==> src/rtl/ps2_host_tx.sv <==
// PS/2 host-to-device transmitter: inhibit, request-to-send, 11 device clocks, ACK check.
// Reports open-drain pull-down enables; the top level builds the tri-state pads.
module ps2_host_tx #(
  parameter int CLK_FREQ_HZ    = 100_000_000,
  parameter int INHIBIT_CYCLES = 10_000,
  parameter int TIMEOUT_CYCLES = 200_000
) (
  input  logic       clk,
  input  logic       rst,
  input  logic [7:0] tx_data,
  input  logic       tx_valid,
  output logic       tx_ready,
  input  logic       ps2_clk_in,
  input  logic       ps2_data_in,
  output logic       ps2_clk_oe,
  output logic       ps2_data_oe,
  output logic       busy,
  output logic       done,
  output logic       ack_ok,
  output logic       error
);

  // CLK_FREQ_HZ only documents the intended clock; a non-positive value is meaningless.
  if (CLK_FREQ_HZ <= 0) begin : g_bad_clk_freq
  end

  typedef enum logic [2:0] {
    S_IDLE, S_INHIBIT, S_REQ, S_SEND, S_ACK, S_WAIT_IDLE, S_DONE
  } state_t;

  localparam int CNT_MAX = (INHIBIT_CYCLES > TIMEOUT_CYCLES) ? INHIBIT_CYCLES : TIMEOUT_CYCLES;
  localparam int CNT_W   = $clog2(CNT_MAX + 1);
  localparam logic [CNT_W-1:0] INHIBIT_LAST = CNT_W'(INHIBIT_CYCLES - 1);
  localparam logic [CNT_W-1:0] TIMEOUT_LAST = CNT_W'(TIMEOUT_CYCLES - 1);

  logic             clk_meta, clk_s, clk_s_d;
  logic             data_meta, data_s;
  logic             fall;
  state_t           state, state_next;
  logic [CNT_W-1:0] cnt;
  logic [3:0]       bit_cnt;
  logic [9:0]       frame;      // {stop, parity, data[7:0]}, shifted LSB first
  logic             ack_ok_r;
  logic             active;
  logic             timeout;
  logic             data_oe_next;

  assign fall    = clk_s_d & ~clk_s;
  assign active  = (state == S_SEND) || (state == S_ACK) || (state == S_WAIT_IDLE);
  // A fall in the same cycle restarts the window, so it beats the timeout.
  assign timeout = active && !fall && (cnt == TIMEOUT_LAST);

  // NOTE: every signal written in an always_comb gets a default first, so no path can infer a latch.
  always_comb begin
    state_next = state;
    unique case (state)
      S_IDLE:      if (tx_valid && tx_ready) state_next = S_INHIBIT;
      S_INHIBIT:   if (cnt == INHIBIT_LAST) state_next = S_REQ;
      S_REQ:       state_next = S_SEND;
      S_SEND: begin
        if (timeout)                       state_next = S_IDLE;
        else if (fall && bit_cnt == 4'd9)  state_next = S_ACK;
      end
      S_ACK: begin
        if (timeout)   state_next = S_IDLE;
        else if (fall) state_next = S_WAIT_IDLE;
      end
      S_WAIT_IDLE: begin
        if (timeout)              state_next = S_IDLE;
        else if (clk_s && data_s) state_next = S_DONE;
      end
      S_DONE:      state_next = S_IDLE;
      default:     state_next = S_IDLE;
    endcase
  end

  // The start bit set in REQ is held into SEND until the first device fall.
  always_comb begin
    data_oe_next = 1'b0;
    if (state_next == S_REQ)
      data_oe_next = 1'b1;
    else if (state_next == S_SEND)
      data_oe_next = (state == S_SEND && fall) ? ~frame[0] : ps2_data_oe;
  end

  // NOTE: sequential state uses non-blocking assignments only; the reset here is synchronous.
  always_ff @(posedge clk) begin
    if (rst) begin
      clk_meta  <= 1'b1;
      clk_s     <= 1'b1;
      clk_s_d   <= 1'b1;
      data_meta <= 1'b1;
      data_s    <= 1'b1;
    end else begin
      clk_meta  <= ps2_clk_in;
      clk_s     <= clk_meta;
      clk_s_d   <= clk_s;
      data_meta <= ps2_data_in;
      data_s    <= data_meta;
    end
  end

  always_ff @(posedge clk) begin
    if (rst) begin
      state       <= S_IDLE;
      cnt         <= '0;
      bit_cnt     <= '0;
      frame       <= '0;
      ack_ok_r    <= 1'b0;
      ps2_clk_oe  <= 1'b0;
      ps2_data_oe <= 1'b0;
      busy        <= 1'b0;
      tx_ready    <= 1'b1;
      done        <= 1'b0;
      ack_ok      <= 1'b0;
      error       <= 1'b0;
    end else begin
      state <= state_next;

      // One counter serves both the inhibit length and the device-clock watchdog.
      if (state_next != state || (active && fall))
        cnt <= '0;
      else if (state == S_INHIBIT || active)
        cnt <= cnt + CNT_W'(1);

      if (state == S_IDLE && tx_valid && tx_ready)
        frame <= {1'b1, ~^tx_data, tx_data};
      else if (state == S_SEND && fall)
        frame <= {1'b1, frame[9:1]};

      if (state_next == S_SEND && state != S_SEND)
        bit_cnt <= '0;
      else if (state == S_SEND && fall)
        bit_cnt <= bit_cnt + 4'd1;

      if (state == S_ACK && fall)
        ack_ok_r <= ~data_s;

      ps2_clk_oe  <= (state_next == S_INHIBIT) || (state_next == S_REQ);
      ps2_data_oe <= data_oe_next;
      busy        <= (state_next != S_IDLE);
      tx_ready    <= (state_next == S_IDLE);
      done        <= (state_next == S_DONE);
      ack_ok      <= (state_next == S_DONE) ? ack_ok_r : 1'b0;
      error       <= timeout;
    end
  end

endmodule
==> config.mk <==
export PLATFORM = sky130hd
export DESIGN_NAME = ps2_host_tx
export DESIGN_NICKNAME = d
export VERILOG_FILES = /design/src/rtl/ps2_host_tx.sv
export SDC_FILE = /design/constraint.sdc
export NUM_CORES = 1
export LEC_CHECK = 0
export ABC_AREA = 1
export CAP_MARGIN = 20
export CORE_ASPECT_RATIO = 1.75
export CORE_UTILIZATION = 60
export CTS_BUF_LIST = sky130_fd_sc_hd__clkbuf_2
export DETAILED_ROUTE_END_ITERATION = 7
export GPL_TIMING_DRIVEN = 1
export PLACE_DENSITY = 0.81
export SYNTH_ARGS = -nofsm -noshare
export SYNTH_HDL_FRONTEND = slang
export SYNTH_SLANG_ARGS = --single-unit
==> constraint.sdc <==
create_clock -name clk -period 2.3 [get_ports clk]
set_input_delay 0.46 -clock clk [delete_from_list [all_inputs] [get_ports clk]]
set_output_delay 0.46 -clock clk [all_outputs]
set_load 0.02 [all_outputs]
==> results_dict.tcl <==
set metrics [dict create \
    outcome "completed" \
    syn_area_um2 2370 \
    drtPass1Iterations 4 \
    setup_tns_ps 0 \
    routed_wl_um 4970 \
    place.gp.congestion 0.865 \
    wire_per_inst_um 12.4 \
    cp-end-kind "flop" \
    rows 29 \
    cp-start-kind "flop" \
    worstPathRequired_ps 2620 \
    start_util 0.640 \
    r2r_cells 12 \
    synth_seq_area_share 0.406 \
    numPortBuffers 19 \
    syn_nets 347 \
    fin_skew_ps 8.47 \
    drcViolationCount 0 \
    max_stage_delay_ps 410 \
    max_freq_mhz 495 \
    fp.dieArea_um2 4210 \
    period_share 0.879 \
    rsz0062_at_grt "no" \
    slowest_stage "dfxtp_1" \
    p_leak_uw 0.00110 \
    critPathKind "flop to flop" \
    die_h_um 85.1 \
    numCtsBuffers 5 \
    area_growth_pct 12.9 \
    tightest_slew_ps 584 \
    synthesis.instances 331 \
    drv_cap 0 \
    root_buffer "clkbuf_2" \
    post_cts_resized 0 \
    htreeDepth 2 \
    relSlewSlack 0.607 \
    worstHoldPathCells 1 \
    synth.avg_cell_area_um2 7.15 \
    route.antenna.remaining_nets 0 \
    grt_pass1_wl_um 8370 \
    crit_path_frequent_cell "nand2_1" \
    antenna_found_initial 0 \
    cts_tree "built" \
    synth_seq_cells 48 \
    fin_crit_ps 2020 \
    core_area_um2 3700 \
    path_max_fanout 18 \
    clock_latency_ps 400 \
    gr-total-overflow 0 \
    via_count 2120 \
    worst-endpoint-arrival_ps 2340 \
    numClockSinks 48 \
    final_nets 371 \
    drive_above_1_share 0.107 \
    fillCellCount 338 \
    synth_warnings 0 \
    cts_buffer_depth 2 \
    multi_input_area_um2 1220 \
    postCtsHoldBufs 0 \
    synth_cell_types 28 \
    hold_viol 0 \
    grt_max_degree 19 \
    dr.first_iter.drc_count 42 \
    grt_pass1_vias 2122 \
    final_cell_mix "nand2_1, nor2_1, dfxtp_1" \
    avgViaCountPerCell 5.27 \
    hp-class "flop to flop" \
    final_common_cell "nand2_1" \
    whs_ps 439 \
    antennaDiodeCount 0 \
    setup_violations 0 \
    drv_slew 0 \
    clkTransAtPathRegs_ps 220 \
    die_w_um 49.5 \
    critical_path.cell_chain "ha_1, inv_1, nor3_1, nand2_1, nor2_2, nand2_2, a21oi_1, nand2_1, nand2_1, nand2_1, nand2_4, nor2_1" \
    grt_usage 0.260 \
    ir_drop_uv 627 \
    ios 20 \
    power_density_nw_per_um2 564 \
    hpwl_um 4010 \
    seq_area_um2 961 \
    post-cts-setup-buffer-count 0 \
]
metal layers:
metal	share of wire	up-vias	global-route usage
li1	-	1081	-
met1	0.34	985	0.203
met2	0.60	35	0.548
met3	0.016	19	0.0394
met4	0.041	0	0.161
met5	0	-	0
through the flow:
step / cell area [µm²] / util / cells / total power, µW / setup WS [ps]
6_report: 2670 / 0.722 / 402 / 1510 / 278
4_1_cts: 2670 / 0.722 / 402 / 1520 / 280
3_3_place_gp: 2610 / 0.706 / 394 / 1090 / 402
3_5_place_dp: 2610 / 0.706 / 394 / 1090 / 304
2_1_floorplan: 2370 / - / 331 / 1030 / 531
5_1_grt: 2670 / 0.722 / 402 / 1570 / 54.3
worst max-delay path, delay by kind of cell (launching register included):
family	cells	cell delay (ps)
flip-flops	1	410
adder cells (fa/ha/maj)	1	200
AO/OA/AOI/OAI	1	200
AND/OR/NAND/NOR	9	1070
buffers and inverters	1	60
report_power, final:
| group | total, µW | leakage [µW] | switching [µW] | internal (µW) |
|---|---|---|---|---|
| sequential | 882 | 0.000391 | 17.0 | 865 |
| clock | 433 | 0.0000380 | 256 | 177 |
| combinational | 192 | 0.000674 | 113 | 79.1 |
| total | 1510 | 0.00110 | 386 | 1120 |
cell families (layout without fill, tap and decap cells):
family	Yosys count	after routing	share of synthesized area
mux	1	1	0.00423
compound gates	37	37	0.0798
buf+inv	47	72	0.0793
flops	48	48	0.406
simple gates	172	172	0.330
xor+xnor	23	23	0.0851
fa+ha+maj	3	3	0.0159
cell usage after synthesis:
master	count	area share
a211oi_1	1	0.0032
inv_2	1	0.0016
dfxtp_1	48	0.41
a21oi_1	15	0.032
nand3_2	1	0.0042
clkinv_1	1	0.0016
or2_2	6	0.016
nand3_1	14	0.030
nand4_1	4	0.011
nand2_1	68	0.11
xnor2_1	10	0.037
mux2i_1	1	0.0042
xor2_1	13	0.048
buf_4	1	0.0032
nor2_1	49	0.078
a31oi_1	1	0.0026
ha_1	3	0.016
clkbuf_1	4	0.0063
nand2_2	5	0.013
o21ai_0	20	0.042
inv_1	39	0.062
nor3_1	8	0.017
nor2_4	3	0.014
nor2_2	11	0.029
buf_6	1	0.0048
nand2_4	1	0.0048
nor4_1	1	0.0026
nor3b_1	1	0.0032
sequential cells by signal (all words and copies together), names as in the netlist, 3 cells and up:
| signal | flops |
|---|---|
| cnt | 18 |
| frame | 10 |
| bit_cnt | 4 |
| state | 3 |
area by class of cell:
class / instances / share of cell area
multi-input combinational: 236 / 0.456
timing repair buffer: 23 / 0.0824
sequential: 48 / 0.359
tap: 46 / 0.0215
clock inverter: 3 / 0.0140
clock buffer: 5 / 0.00936
inverter: 41 / 0.0576
worst paths after layout:
check | slack (ps) | end | from
worst max-delay path | 280 | cnt[10] | cnt[0]
worst min-delay path | 440 | clk_s | clk_meta
worst max register to register | 280 | cnt[10] | cnt[0]
worst min register to register | 440 | clk_s | clk_meta
Note: power is estimated with default switching activity, not from simulation.
